==> src/rtl/sevenseg_pkg.sv <==
// Shared definitions for the SPI seven-segment mux: command codes, frame layout,
// digit register type and the hex-to-segment map.
package sevenseg_pkg;

  localparam int FRAME_W = 8;

  localparam logic [1:0] CMD_NOP = 2'b00;
  localparam logic [1:0] CMD_DP  = 2'b01;
  localparam logic [1:0] CMD_WR  = 2'b10;
  localparam logic [1:0] CMD_CLR = 2'b11;

  localparam int FR_CMD_MSB = 7;
  localparam int FR_CMD_LSB = 6;
  localparam int FR_IDX_MSB = 5;
  localparam int FR_IDX_LSB = 4;
  localparam int FR_NIB_MSB = 3;
  localparam int FR_NIB_LSB = 0;

  typedef struct packed {
    logic       blank;
    logic       dp;
    logic [3:0] nib;
  } digit_t;

  localparam digit_t DIGIT_RST = '{blank: 1'b1, dp: 1'b0, nib: 4'h0};

  // Segment a is bit 0, g is bit 6.
  function automatic logic [6:0] hex7seg(input logic [3:0] n);
    case (n)
      4'h0:    hex7seg = 7'b0111111;
      4'h1:    hex7seg = 7'b0000110;
      4'h2:    hex7seg = 7'b1011011;
      4'h3:    hex7seg = 7'b1001111;
      4'h4:    hex7seg = 7'b1100110;
      4'h5:    hex7seg = 7'b1101101;
      4'h6:    hex7seg = 7'b1111101;
      4'h7:    hex7seg = 7'b0000111;
      4'h8:    hex7seg = 7'b1111111;
      4'h9:    hex7seg = 7'b1101111;
      4'hA:    hex7seg = 7'b1110111;
      4'hB:    hex7seg = 7'b1111100;
      4'hC:    hex7seg = 7'b0111001;
      4'hD:    hex7seg = 7'b1011110;
      4'hE:    hex7seg = 7'b1111001;
      default: hex7seg = 7'b1110001;
    endcase
  endfunction

endpackage

==> src/rtl/spi_frame_rx.sv <==
// Oversampled SPI mode-0 receiver producing 8-bit frames and abort pulses.
// Latency: frame_valid 3 clk after the 8th sclk rise at the pins.
// Backpressure: none; frames are presented for one cycle and must be taken.
module spi_frame_rx
  import sevenseg_pkg::*;
(
  input  logic               clk,
  input  logic               rst_n,
  input  logic               spi_sclk,
  input  logic               spi_mosi,
  input  logic               spi_ss_n,
  output logic               frame_valid,
  output logic [FRAME_W-1:0] frame,
  output logic               abort
);

  logic sclk_s1, sclk_s2, sclk_s3;
  logic mosi_s1, mosi_s2;
  logic ss_s1, ss_s2, ss_s3;
  logic [FRAME_W-1:0] sr;
  logic [2:0]         cnt;

  // ss_n syncs reset high so leaving reset never looks like a deselect edge.
  always_ff @(posedge clk or negedge rst_n) begin
    if (!rst_n) begin
      sclk_s1     <= 1'b0;
      sclk_s2     <= 1'b0;
      sclk_s3     <= 1'b0;
      mosi_s1     <= 1'b0;
      mosi_s2     <= 1'b0;
      ss_s1       <= 1'b1;
      ss_s2       <= 1'b1;
      ss_s3       <= 1'b1;
      sr          <= '0;
      cnt         <= '0;
      frame_valid <= 1'b0;
      frame       <= '0;
      abort       <= 1'b0;
    end else begin
      sclk_s1     <= spi_sclk;
      sclk_s2     <= sclk_s1;
      sclk_s3     <= sclk_s2;
      mosi_s1     <= spi_mosi;
      mosi_s2     <= mosi_s1;
      ss_s1       <= spi_ss_n;
      ss_s2       <= ss_s1;
      ss_s3       <= ss_s2;
      frame_valid <= 1'b0;
      abort       <= 1'b0;
      if (ss_s2) begin
        cnt <= '0;
        if (!ss_s3 && (cnt != 3'd0)) abort <= 1'b1;
      end else if (sclk_s2 && !sclk_s3) begin
        sr  <= {sr[FRAME_W-2:0], mosi_s2};
        cnt <= cnt + 3'd1;
        if (cnt == 3'd7) begin
          frame_valid <= 1'b1;
          frame       <= {sr[FRAME_W-2:0], mosi_s2};
        end
      end
    end
  end

endmodule

==> src/rtl/spi_sevenseg_mux.sv <==
// SPI-addressed digit registers driving a time-multiplexed seven-segment display.
// Latency: register write 1 clk after frame_valid; seg follows 1 clk after that.
// Backpressure: none; every received frame is accepted or flagged as an error.
module spi_sevenseg_mux
  import sevenseg_pkg::*;
#(
  parameter int NUM_DIGITS  = 4,
  parameter int REFRESH_DIV = 1000,
  parameter int ACTIVE_LOW  = 0
) (
  input  logic                  clk,
  input  logic                  rst_n,
  input  logic                  spi_sclk,
  input  logic                  spi_mosi,
  input  logic                  spi_ss_n,
  output logic [7:0]            seg,
  output logic [NUM_DIGITS-1:0] dig_en,
  output logic                  frame_done,
  output logic                  frame_err
);

  localparam int   IW  = (NUM_DIGITS > 1) ? $clog2(NUM_DIGITS) : 1;
  localparam int   PW  = $clog2(REFRESH_DIV);
  localparam logic INV = (ACTIVE_LOW != 0);

  logic               frame_valid;
  logic               abort;
  logic [FRAME_W-1:0] frame;

  spi_frame_rx u_rx (
    .clk         (clk),
    .rst_n       (rst_n),
    .spi_sclk    (spi_sclk),
    .spi_mosi    (spi_mosi),
    .spi_ss_n    (spi_ss_n),
    .frame_valid (frame_valid),
    .frame       (frame),
    .abort       (abort)
  );

  logic [1:0] cmd;
  logic [1:0] idx;
  logic [3:0] nib;
  logic       is_wr;
  logic       idx_ok;

  assign cmd    = frame[FR_CMD_MSB:FR_CMD_LSB];
  assign idx    = frame[FR_IDX_MSB:FR_IDX_LSB];
  assign nib    = frame[FR_NIB_MSB:FR_NIB_LSB];
  assign is_wr  = (cmd == CMD_WR) || (cmd == CMD_DP);
  assign idx_ok = ({1'b0, idx} < 3'(NUM_DIGITS));

  digit_t dig_q [NUM_DIGITS];

  always_ff @(posedge clk or negedge rst_n) begin
    if (!rst_n) begin
      for (int i = 0; i < NUM_DIGITS; i++) dig_q[i] <= DIGIT_RST;
      frame_done <= 1'b0;
      frame_err  <= 1'b0;
    end else begin
      frame_done <= frame_valid && (!is_wr || idx_ok);
      frame_err  <= abort || (frame_valid && is_wr && !idx_ok);
      if (frame_valid) begin
        for (int i = 0; i < NUM_DIGITS; i++) begin
          if (cmd == CMD_CLR)
            dig_q[i] <= DIGIT_RST;
          else if (is_wr && (idx == 2'(i)))
            dig_q[i] <= '{blank: 1'b0, dp: (cmd == CMD_DP), nib: nib};
        end
      end
    end
  end

  logic [PW-1:0] presc;
  logic [IW-1:0] scan_q;

  always_ff @(posedge clk or negedge rst_n) begin
    if (!rst_n) begin
      presc  <= '0;
      scan_q <= '0;
    end else if (presc == PW'(REFRESH_DIV - 1)) begin
      presc <= '0;
      if (scan_q == IW'(NUM_DIGITS - 1)) scan_q <= '0;
      else                               scan_q <= scan_q + 1'b1;
    end else begin
      presc <= presc + 1'b1;
    end
  end

  digit_t                cur;
  logic [NUM_DIGITS-1:0] en_raw;
  logic [7:0]            seg_raw;

  // Outputs are built from the already-updated digit and scan registers.
  always_comb begin
    cur    = dig_q[0];
    en_raw = '0;
    for (int i = 0; i < NUM_DIGITS; i++) begin
      if (scan_q == IW'(i)) begin
        cur       = dig_q[i];
        en_raw[i] = 1'b1;
      end
    end
    seg_raw = {cur.dp, cur.blank ? 7'h00 : hex7seg(cur.nib)};
  end

  always_ff @(posedge clk or negedge rst_n) begin
    if (!rst_n) begin
      seg    <= {8{INV}};
      dig_en <= {NUM_DIGITS{INV}};
    end else begin
      seg    <= seg_raw ^ {8{INV}};
      dig_en <= en_raw ^ {NUM_DIGITS{INV}};
    end
  end

endmodule

==> config.mk <==
export PLATFORM = sky130hd
export DESIGN_NAME = spi_sevenseg_mux
export DESIGN_NICKNAME = d
export VERILOG_FILES = /design/src/rtl/sevenseg_pkg.sv /design/src/rtl/spi_frame_rx.sv /design/src/rtl/spi_sevenseg_mux.sv
export SDC_FILE = /design/constraint.sdc
export NUM_CORES = 1
export LEC_CHECK = 0
export BUFFER_PORTS_ARGS = -buffer_cell sky130_fd_sc_hd__buf_4
export CORE_MARGIN = 2
export CORE_UTILIZATION = 30
export DETAILED_ROUTE_END_ITERATION = 10
export GPL_TIMING_DRIVEN = 1
export MAX_ROUTING_LAYER = met4
export PLACE_DENSITY = 0.56
export SLEW_MARGIN = 20
export SYNTH_ARGS = -nofsm -noshare
export SYNTH_HDL_FRONTEND = slang
export SYNTH_SLANG_ARGS = --single-unit
==> constraint.sdc <==
create_clock -name clk -period 2.35 [get_ports clk]
set_input_delay 0.1175 -clock clk [delete_from_list [all_inputs] [get_ports clk]]
set_output_delay 0.1175 -clock clk [all_outputs]
set_load 0.01 [all_outputs]
==> results of run 1 <==
kinds of logic (layout without fill, tap and decap cells):
group                      count (synthesis)  count (layout)
DFF                                       78              78
buffers and inverters                     24              63
muxes                                     30              30
and+or+nand+nor                           85              85
adders and majority gates                 16              16
xor gates and xnor gates                   9               9
AOI/OAI and AO/OA                         48              48
sequential cells by signal, indices dropped and copies added (netlist names):
register	count
dig_q	24
presc	10
seg	8
u_rx.frame	8
u_rx.sr	7
dig_en	4
u_rx.cnt	3
scan_q	2
frame_done	1
frame_err	1
u_rx.abort	1
u_rx.frame_valid	1
u_rx.mosi_s1	1
u_rx.mosi_s2	1
u_rx.sclk_s1	1
u_rx.sclk_s2	1
u_rx.sclk_s3	1
u_rx.ss_s1	1
u_rx.ss_s2	1
u_rx.ss_s3	1
cell usage in the layout, fill, tap and decap left out, types with 2 or more instances in the layout:
master,instances
and2_1,3
nor2_1,16
o21ai_0,23
nor3b_1,5
mux2i_1,8
dlygate4sd3_1,4
buf_4,29
a221oi_1,2
bufinv_16,3
a21oi_1,6
clkbuf_1,2
nand3_1,4
nor2_2,3
xnor2_1,5
dfstp_2,7
nand2_1,31
a211oi_1,4
inv_1,13
nor3_1,2
clkbuf_16,9
xor2_1,4
dfrtp_1,71
nor2b_1,3
nand3b_1,2
o21ai_1,4
nand2b_1,7
mux2_2,21
ha_1,15
repair_timing:
action                                  4_1_cts  5_1_grt
hold endpoints to repair                     74        0
resized for setup                             0        5
endpoints found under the setup margin        0        6
hold buffers                                  4        0
through the flow:
step                instance area, µm²  worst slack (ns)  power (W)  cells  hold WS, ns
floorplan                         3433           0.05931   0.001511    290      -0.1781
global placement                  3770            0.2342   0.001558    452       0.2268
detailed placement                3770            0.1098   0.001564    452       0.2268
CTS                               4151           0.08109   0.003158    472       0.3439
global route                      4177          0.006911   0.003233    472       0.3508
finish                            4177            0.1783   0.003099    472       0.3429
metal layers:
metal | up-vias | part of all wire, % | GRT usage [%]
met1 | 1015 | 47 | 13.23
li1 | 1062 | - | -
met2 | 27 | 48 | 16.24
met3 | 9 | 3.9 | 3.280
met5 | - | 0 | -
met4 | 0 | 1.2 | 4.250
worst max path at each step:
stage                                startpoint               end  slack (ns)
after floorplan           scan_q[1]$_DFFE_PN0N_  seg[0]$_DFF_PN0_        0.06
after global placement    scan_q[0]$_DFFE_PN0N_  seg[4]$_DFF_PN0_        0.23
after detailed placement  scan_q[1]$_DFFE_PN0N_  seg[4]$_DFF_PN0_        0.11
after CTS                 scan_q[1]$_DFFE_PN0N_  seg[4]$_DFF_PN0_        0.08
after global routing      scan_q[1]$_DFFE_PN0N_  seg[0]$_DFF_PN0_       0.007
final                     scan_q[1]$_DFFE_PN0N_  seg[0]$_DFF_PN0_        0.18
final cells by class:
class / count / area share, %
flip-flops and latches: 78 / 46.94
well taps: 143 / 4.284
repair buffers: 34 / 6.441
clock buffers: 12 / 5.902
clock inverters: 4 / 2.277
multi-input cells: 188 / 32.98
inverters: 13 / 1.168
power breakdown:
group,switching (W),internal (W),total (W)
combinational,0.0000438,0.0000542,0.0000981
clock,0.000493,0.00106,0.00156
sequential,0.0000372,0.00141,0.00144
==> out/metrics.yaml, run 1 <==
run_status:
  outcome: "complete, no violations"
grt:
  grt_usage_pct: 10.63
  grt-ovfl-total: 0
  antenna_found_initial: 0
  grt_first_pass_wirelength_mm: 10.24
  grt_max_degree: 79
  grt_pass1_vias: 2192
yosys:
  synthSimpleGateAreaFrac_pct: 12.97
  yosysUniqueCellTypes: 42
  yosysSeqAreaShare_pct: 57.11
  synth-main-ff-cell: "dfrtp_1"
  avgSynthCellArea_um2: 11.84
  ys_ff_latch: 78
  synth_compound_area_share_pct: 8.892
  synthMuxAreaShare_pct: 9.512
  synth-xor-area-share_pct: 2.296
  syn_area_mm2: 0.003433
  yosysWarnings: 0
  synthAdderAreaFrac_pct: 5.831
  syn_nets: 311
  yosys.area.top_type_share_pct: 51.75
  async_flop_share_pct: 100.0
  yosys.cell_count.top_type: "dfrtp_1"
  synth_top_family_by_area: "simple AND/OR/NAND/NOR gates"
  synth_common_cells: "dfrtp_1 (71), nand2_1 (31), o21ai_0 (23)"
  synth_cells: 290
  synth_edf_count: 0
  synth.largest_area_cell: "dfrtp_1"
  synthTopCellsByArea: "dfrtp_1 (52%), mux2_2 (6.9%), ha_1 (5.8%)"
die:
  fp.dieH_um: 111.0
  io_pins: 19
  die_area_mm2: 0.01232
  fp.dieW_um: 111.0
  start_util_pct: 30.46
  core_mm2: 0.01127
  rows: 39
setup_path:
  crit_top_cell: "inv_1"
  crit_family: "simple AND/OR/NAND/NOR gates"
  r2r_end: "seg[0]$_DFF_PN0_"
  path_class: "reg -> reg"
  rrSetupSlack_ns: 0.18
  worst-path-stages: 10
  cp_cell_sequence: "inv_1 -> ha_2 -> mux2i_1 -> a211oi_1 -> a21oi_1 -> inv_1 -> ha_1 -> or3_1 -> o221a_2 -> nor2_2"
  cpPeakStageDelay_ns: 0.41
  worstReg2RegStart: "scan_q[1]$_DFFE_PN0N_"
  path_buf_inv: 2
  crit_path_end_kind: "register"
  crit_path_start_kind: "register"
  arrival_ns: 2.43
  crit_fanout: 4
  cpMaxStageDelayCell: "dfrtp_1"
  critical_path_required_ns: 2.61
  ff2ff_path_depth: 10
clock_tree:
  cts_sinks: 78
  cts.htree.levels: 3
  clk_root_buffer_cell: "clkbuf_16"
  clk_pin_slew_ns: 0.06
  cts_buffer_depth: 2
  numCtsBuffers: 9
  cts_tree: "yes"
  post_cts_buffers: 0
  clock_latency_ns: 0.33
routing:
  finalWirelength_mm: 5.731
  vias_per_cell: 4.477
  num_vias: 2113
  detailedRoute.firstPassIterationCount: 4
  drc_errors: 0
  antenna_left: 0
  wl_per_cell_um: 12.14
  drt_iter0_markers: 61
placement:
  portBuffers: 18
  dp_hpwl_mm: 4.042
  finalWeightedCongestion: 0.7709
sta:
  clock_skew_ns: 0.003611
  relSlewSlack_pct: 53.38
  rsz0062_at_grt: "no"
  final_max_slew_viol_count: 0
  setup_violations: 0
  timing.final.crit_period_ns: 2.172
  worst_pin_slew_ns: 0.6946
  finalHoldViolCount: 0
  period_share_pct: 92.41
  timing.fmax_ghz: 0.4605
  fin_tns_setup_ns: 0
pwr:
  power_density_mw_per_mm2: 742.0
  vdd_drop_max_uv: 383.6
  power.leakage_nw: 1.817
final_layout:
  multi_input_area_mm2: 0.001378
  drive_above_1_share_pct: 25.53
  n_antenna_cell: 0
  nets: 345
  area_growth_pct: 21.65
  fin_util_pct: 37.05
  n_fill_cell: 1112
  regArea_mm2: 0.001961
min_path:
  hold_path_class: "reg -> reg"
  holdCritStartpoint: "u_rx.abort$_DFF_PN0_"
  min_path_cells: 0
  min_to: "frame_err$_DFF_PN0_"
job:
  max_cap_viol_count: 0
Power figures use the tool's default switching activity.
==> run 2, diff against run 1 <==
PLACE_DENSITY = not set   (was 0.56)
clock period = 1.8 ns   (was 2.35 ns; I/O delays follow)
==> out/metrics.yaml, run 2 (synthesis gave the netlist of run 1 again) <==
run_status:
  outcome: "finished, violations left"  # was complete, no violations
  violations: "negative setup slack"
sta:
  clock_skew_ns: 0.009464  # was 0.003611 ns
  period_share_pct: 112.7  # was 92.41%
  timing.final.crit_period_ns: 2.029  # was 2.172 ns
  timing.fmax_ghz: 0.4928  # was 0.4605 GHz
  finalHoldViolCount: 0  # unchanged
  worst_pin_slew_ns: 0.5743  # was 0.6946 ns
  relSlewSlack_pct: 61.71  # was 53.38%
  fin_tns_setup_ns: -1.385  # was 0 ns
  rsz0062_at_grt: "yes"  # was no
  setup_violations: 7  # was 0
  timing.final.ws_setup_ns: -0.2293  # was 0.1783 ns
  final_max_slew_viol_count: 0  # unchanged
placement:
  portBuffers: 18  # unchanged
  finalWeightedCongestion: 0.7538  # was 0.7709
  dp_hpwl_mm: 4.257  # was 4.042 mm
clock_tree:
  cts_tree: "yes"  # unchanged
  cts_buffer_depth: 2  # unchanged
  clk_pin_slew_ns: 0.06  # about the same
  clk_root_buffer_cell: "clkbuf_16"  # unchanged
  numCtsBuffers: 9  # unchanged
  clock_latency_ns: 0.33  # about the same
  cts.htree.levels: 3  # unchanged
  cts_sinks: 78  # unchanged
setup_path:
  path_buf_inv: 2  # unchanged
  cp_cell_sequence: "inv_2 -> ha_4 -> buf_4 -> mux2i_1 -> a211o_1 -> or3_1 -> o221a_2 -> nor2_2"  # was inv_1 -> ha_2 -> mux2i_1 -> a211oi_1 -> a21oi_1 -> inv_1 -> ha_1 -> or3_1 -> o221a_2 -> nor2_2
  cpPeakStageDelay_ns: 0.43  # was 0.41 ns
  crit_path_start_kind: "register"  # unchanged
  rrSetupSlack_ns: -0.23  # was 0.18 ns
  crit_fanout: 5  # was 4
  crit_path_end_kind: "register"  # unchanged
  path_class: "reg -> reg"  # unchanged
  worstReg2RegStart: "scan_q[1]$_DFFE_PN0N_"  # unchanged
  ff2ff_path_depth: 8  # was 10
  critical_path_required_ns: 2.06  # was 2.61 ns
  cpMaxStageDelayCell: "dfrtp_2"  # was dfrtp_1
  crit_family: "compound AO/OA/AOI/OAI gates"  # was simple AND/OR/NAND/NOR gates
  r2r_end: "seg[0]$_DFF_PN0_"  # unchanged
  arrival_ns: 2.29  # was 2.43 ns
grt:
  global_route.usage.met3_pct: 3.663  # was 3.280%
  grtUsageMet2_pct: 16.93  # was 16.24%
  grt-ovfl-total: 0  # unchanged
  grt_usage_pct: 10.65  # was 10.63%
  grt_max_degree: 43  # was 79
  gr-max-usage-layer: "met2"  # unchanged
  use_met1_pct: 12.91  # was 13.23%
  grt_pass1_vias: 2209  # was 2192
  grt_first_pass_wirelength_mm: 10.40  # was 10.24 mm
  antenna_found_initial: 0  # unchanged
die:
  start_util_pct: 30.46  # unchanged
  fp.dieH_um: 111.0  # unchanged
  io_pins: 19  # unchanged
  core_mm2: 0.01127  # unchanged
  fp.dieW_um: 111.0  # unchanged
  die_area_mm2: 0.01232  # unchanged
  rows: 39  # unchanged
final_layout:
  largest_reg_flops: 24  # unchanged
  top_regs: "dig_q x24, presc x10"  # unchanged
  n_antenna_cell: 0  # unchanged
  nets: 366  # was 345
  area_growth_pct: 31.30  # was 21.65%
  drive_above_1_share_pct: 38.29  # was 25.53%
  largest_register: "dig_q"  # unchanged
  final_cell_mix: "dfrtp_1 (69), buf_4 (47), nand2_1 (29)"  # was dfrtp_1 (71), nand2_1 (31), buf_4 (29)
  final_common_cell: "dfrtp_1"  # unchanged
job:
  max_cap_viol_count: 0  # unchanged
routing:
  vias_per_cell: 4.533  # was 4.477
  num_vias: 2235  # was 2113
  detailedRoute.firstPassIterationCount: 5  # was 4
  drt_iter0_markers: 114  # was 61
  wl_per_cell_um: 12.34  # was 12.14 µm
  drc_errors: 0  # unchanged
  antenna_left: 0  # unchanged
  finalWirelength_mm: 6.082  # was 5.731 mm
pwr:
  power_density_mw_per_mm2: 875.9  # was 742.0 mW/mm²
  p_sw_share_pct: 20.75  # was 18.54%
  combPwrFrac_pct: 3.5  # was 3.2%
  finalPower_w: 0.003949  # was 0.003099 W
  p_seq_share_pct: 47.7  # was 46.6%
  pwr-share-clk_pct: 48.8  # was 50.3%
  internal_power_w: 0.003129  # was 0.002524 W
  power.leakage_nw: 1.933  # was 1.817 nW
  vdd_drop_max_uv: 517.4  # was 383.6 µV
  p_sw_w: 0.0008194  # was 0.0005745 W
min_path:
  hold_path_class: "in -> async"  # was reg -> reg
-- run 2: cell types whose count changed in the layout (fill, tap and decap cells not counted), sizes merged --
cell      previous run  this run
clkinvlp             0         1
bufinv               3         2
clkbuf              12        10
buf                 30        50
clkinv               1         4
-- run 2: timing repair --
item / 4_1_cts / 5_1_grt
pin swaps: 3 / 8
gates cloned: 0 / 1
gates resized for setup: 13 / 25
endpoints found under the setup margin: 7 / 10
setup buffers: 1 / 3
hold buffers: 4 / 0
endpoints found under the hold margin: 38 / 0
-- run 2: metrics by stage --
step | cells | area (µm²) | util (%) | hold WS, ns | worst slack [ns]
3_5_place_dp | 469 | 3935 | 34.91 | 0.1327 | -0.3356
3_3_place_gp | 469 | 3935 | 34.91 | 0.1228 | -0.2596
5_1_grt | 493 | 4508 | 39.99 | 0.3446 | -0.3475
6_report | 493 | 4508 | 39.99 | 0.3022 | -0.2293
2_1_floorplan | 290 | 3446 | - | -0.2056 | -0.2937
4_1_cts | 490 | 4347 | 38.56 | 0.3134 | -0.2099
-- run 2: final cells by class --
class / instances / area, µm²
well taps: 143 / 178.9
fillers: 1050 / 6764
clock buffers: 9 / 225.2
multi-input cells: 188 / 1524
inverters: 13 / 48.80
clock inverters: 7 / 98.84
flip-flops and latches: 78 / 1963
repair buffers: 55 / 469.2
-- run 2: worst max path at each step --
stage	startpoint	endpoint	slack, ns	depth (start not counted)
4_1_cts	scan_q[0]$_DFFE_PN0N_	seg[0]$_DFF_PN0_	-0.21	9
2_1_floorplan	scan_q[1]$_DFFE_PN0N_	seg[0]$_DFF_PN0_	-0.29	11
3_5_place_dp	scan_q[0]$_DFFE_PN0N_	seg[1]$_DFF_PN0_	-0.34	7
3_3_place_gp	scan_q[0]$_DFFE_PN0N_	seg[3]$_DFF_PN0_	-0.26	10
5_1_grt	scan_q[1]$_DFFE_PN0N_	seg[6]$_DFF_PN0_	-0.35	11
6_report	scan_q[1]$_DFFE_PN0N_	seg[0]$_DFF_PN0_	-0.23	8
-- run 2: metal layers --
layer / share of wire [%] / vias to the layer above
met1: 46 / 1096
met5: 0 / -
met4: 0.99 / 0
li1: - / 1102
met3: 3.5 / 7
met2: 49 / 30
-- run 2: power by group through the flow --
stage / clock network, W / registers, W / logic (W)
detailed placement: 0 / 0.00191 / 0.000138
global route: 0.00205 / 0.00189 / 0.000157
CTS: 0.00197 / 0.00188 / 0.000145
floorplan: 0 / 0.00190 / 0.0000750
finish: 0.00193 / 0.00188 / 0.000139
global placement: 0 / 0.00191 / 0.000133
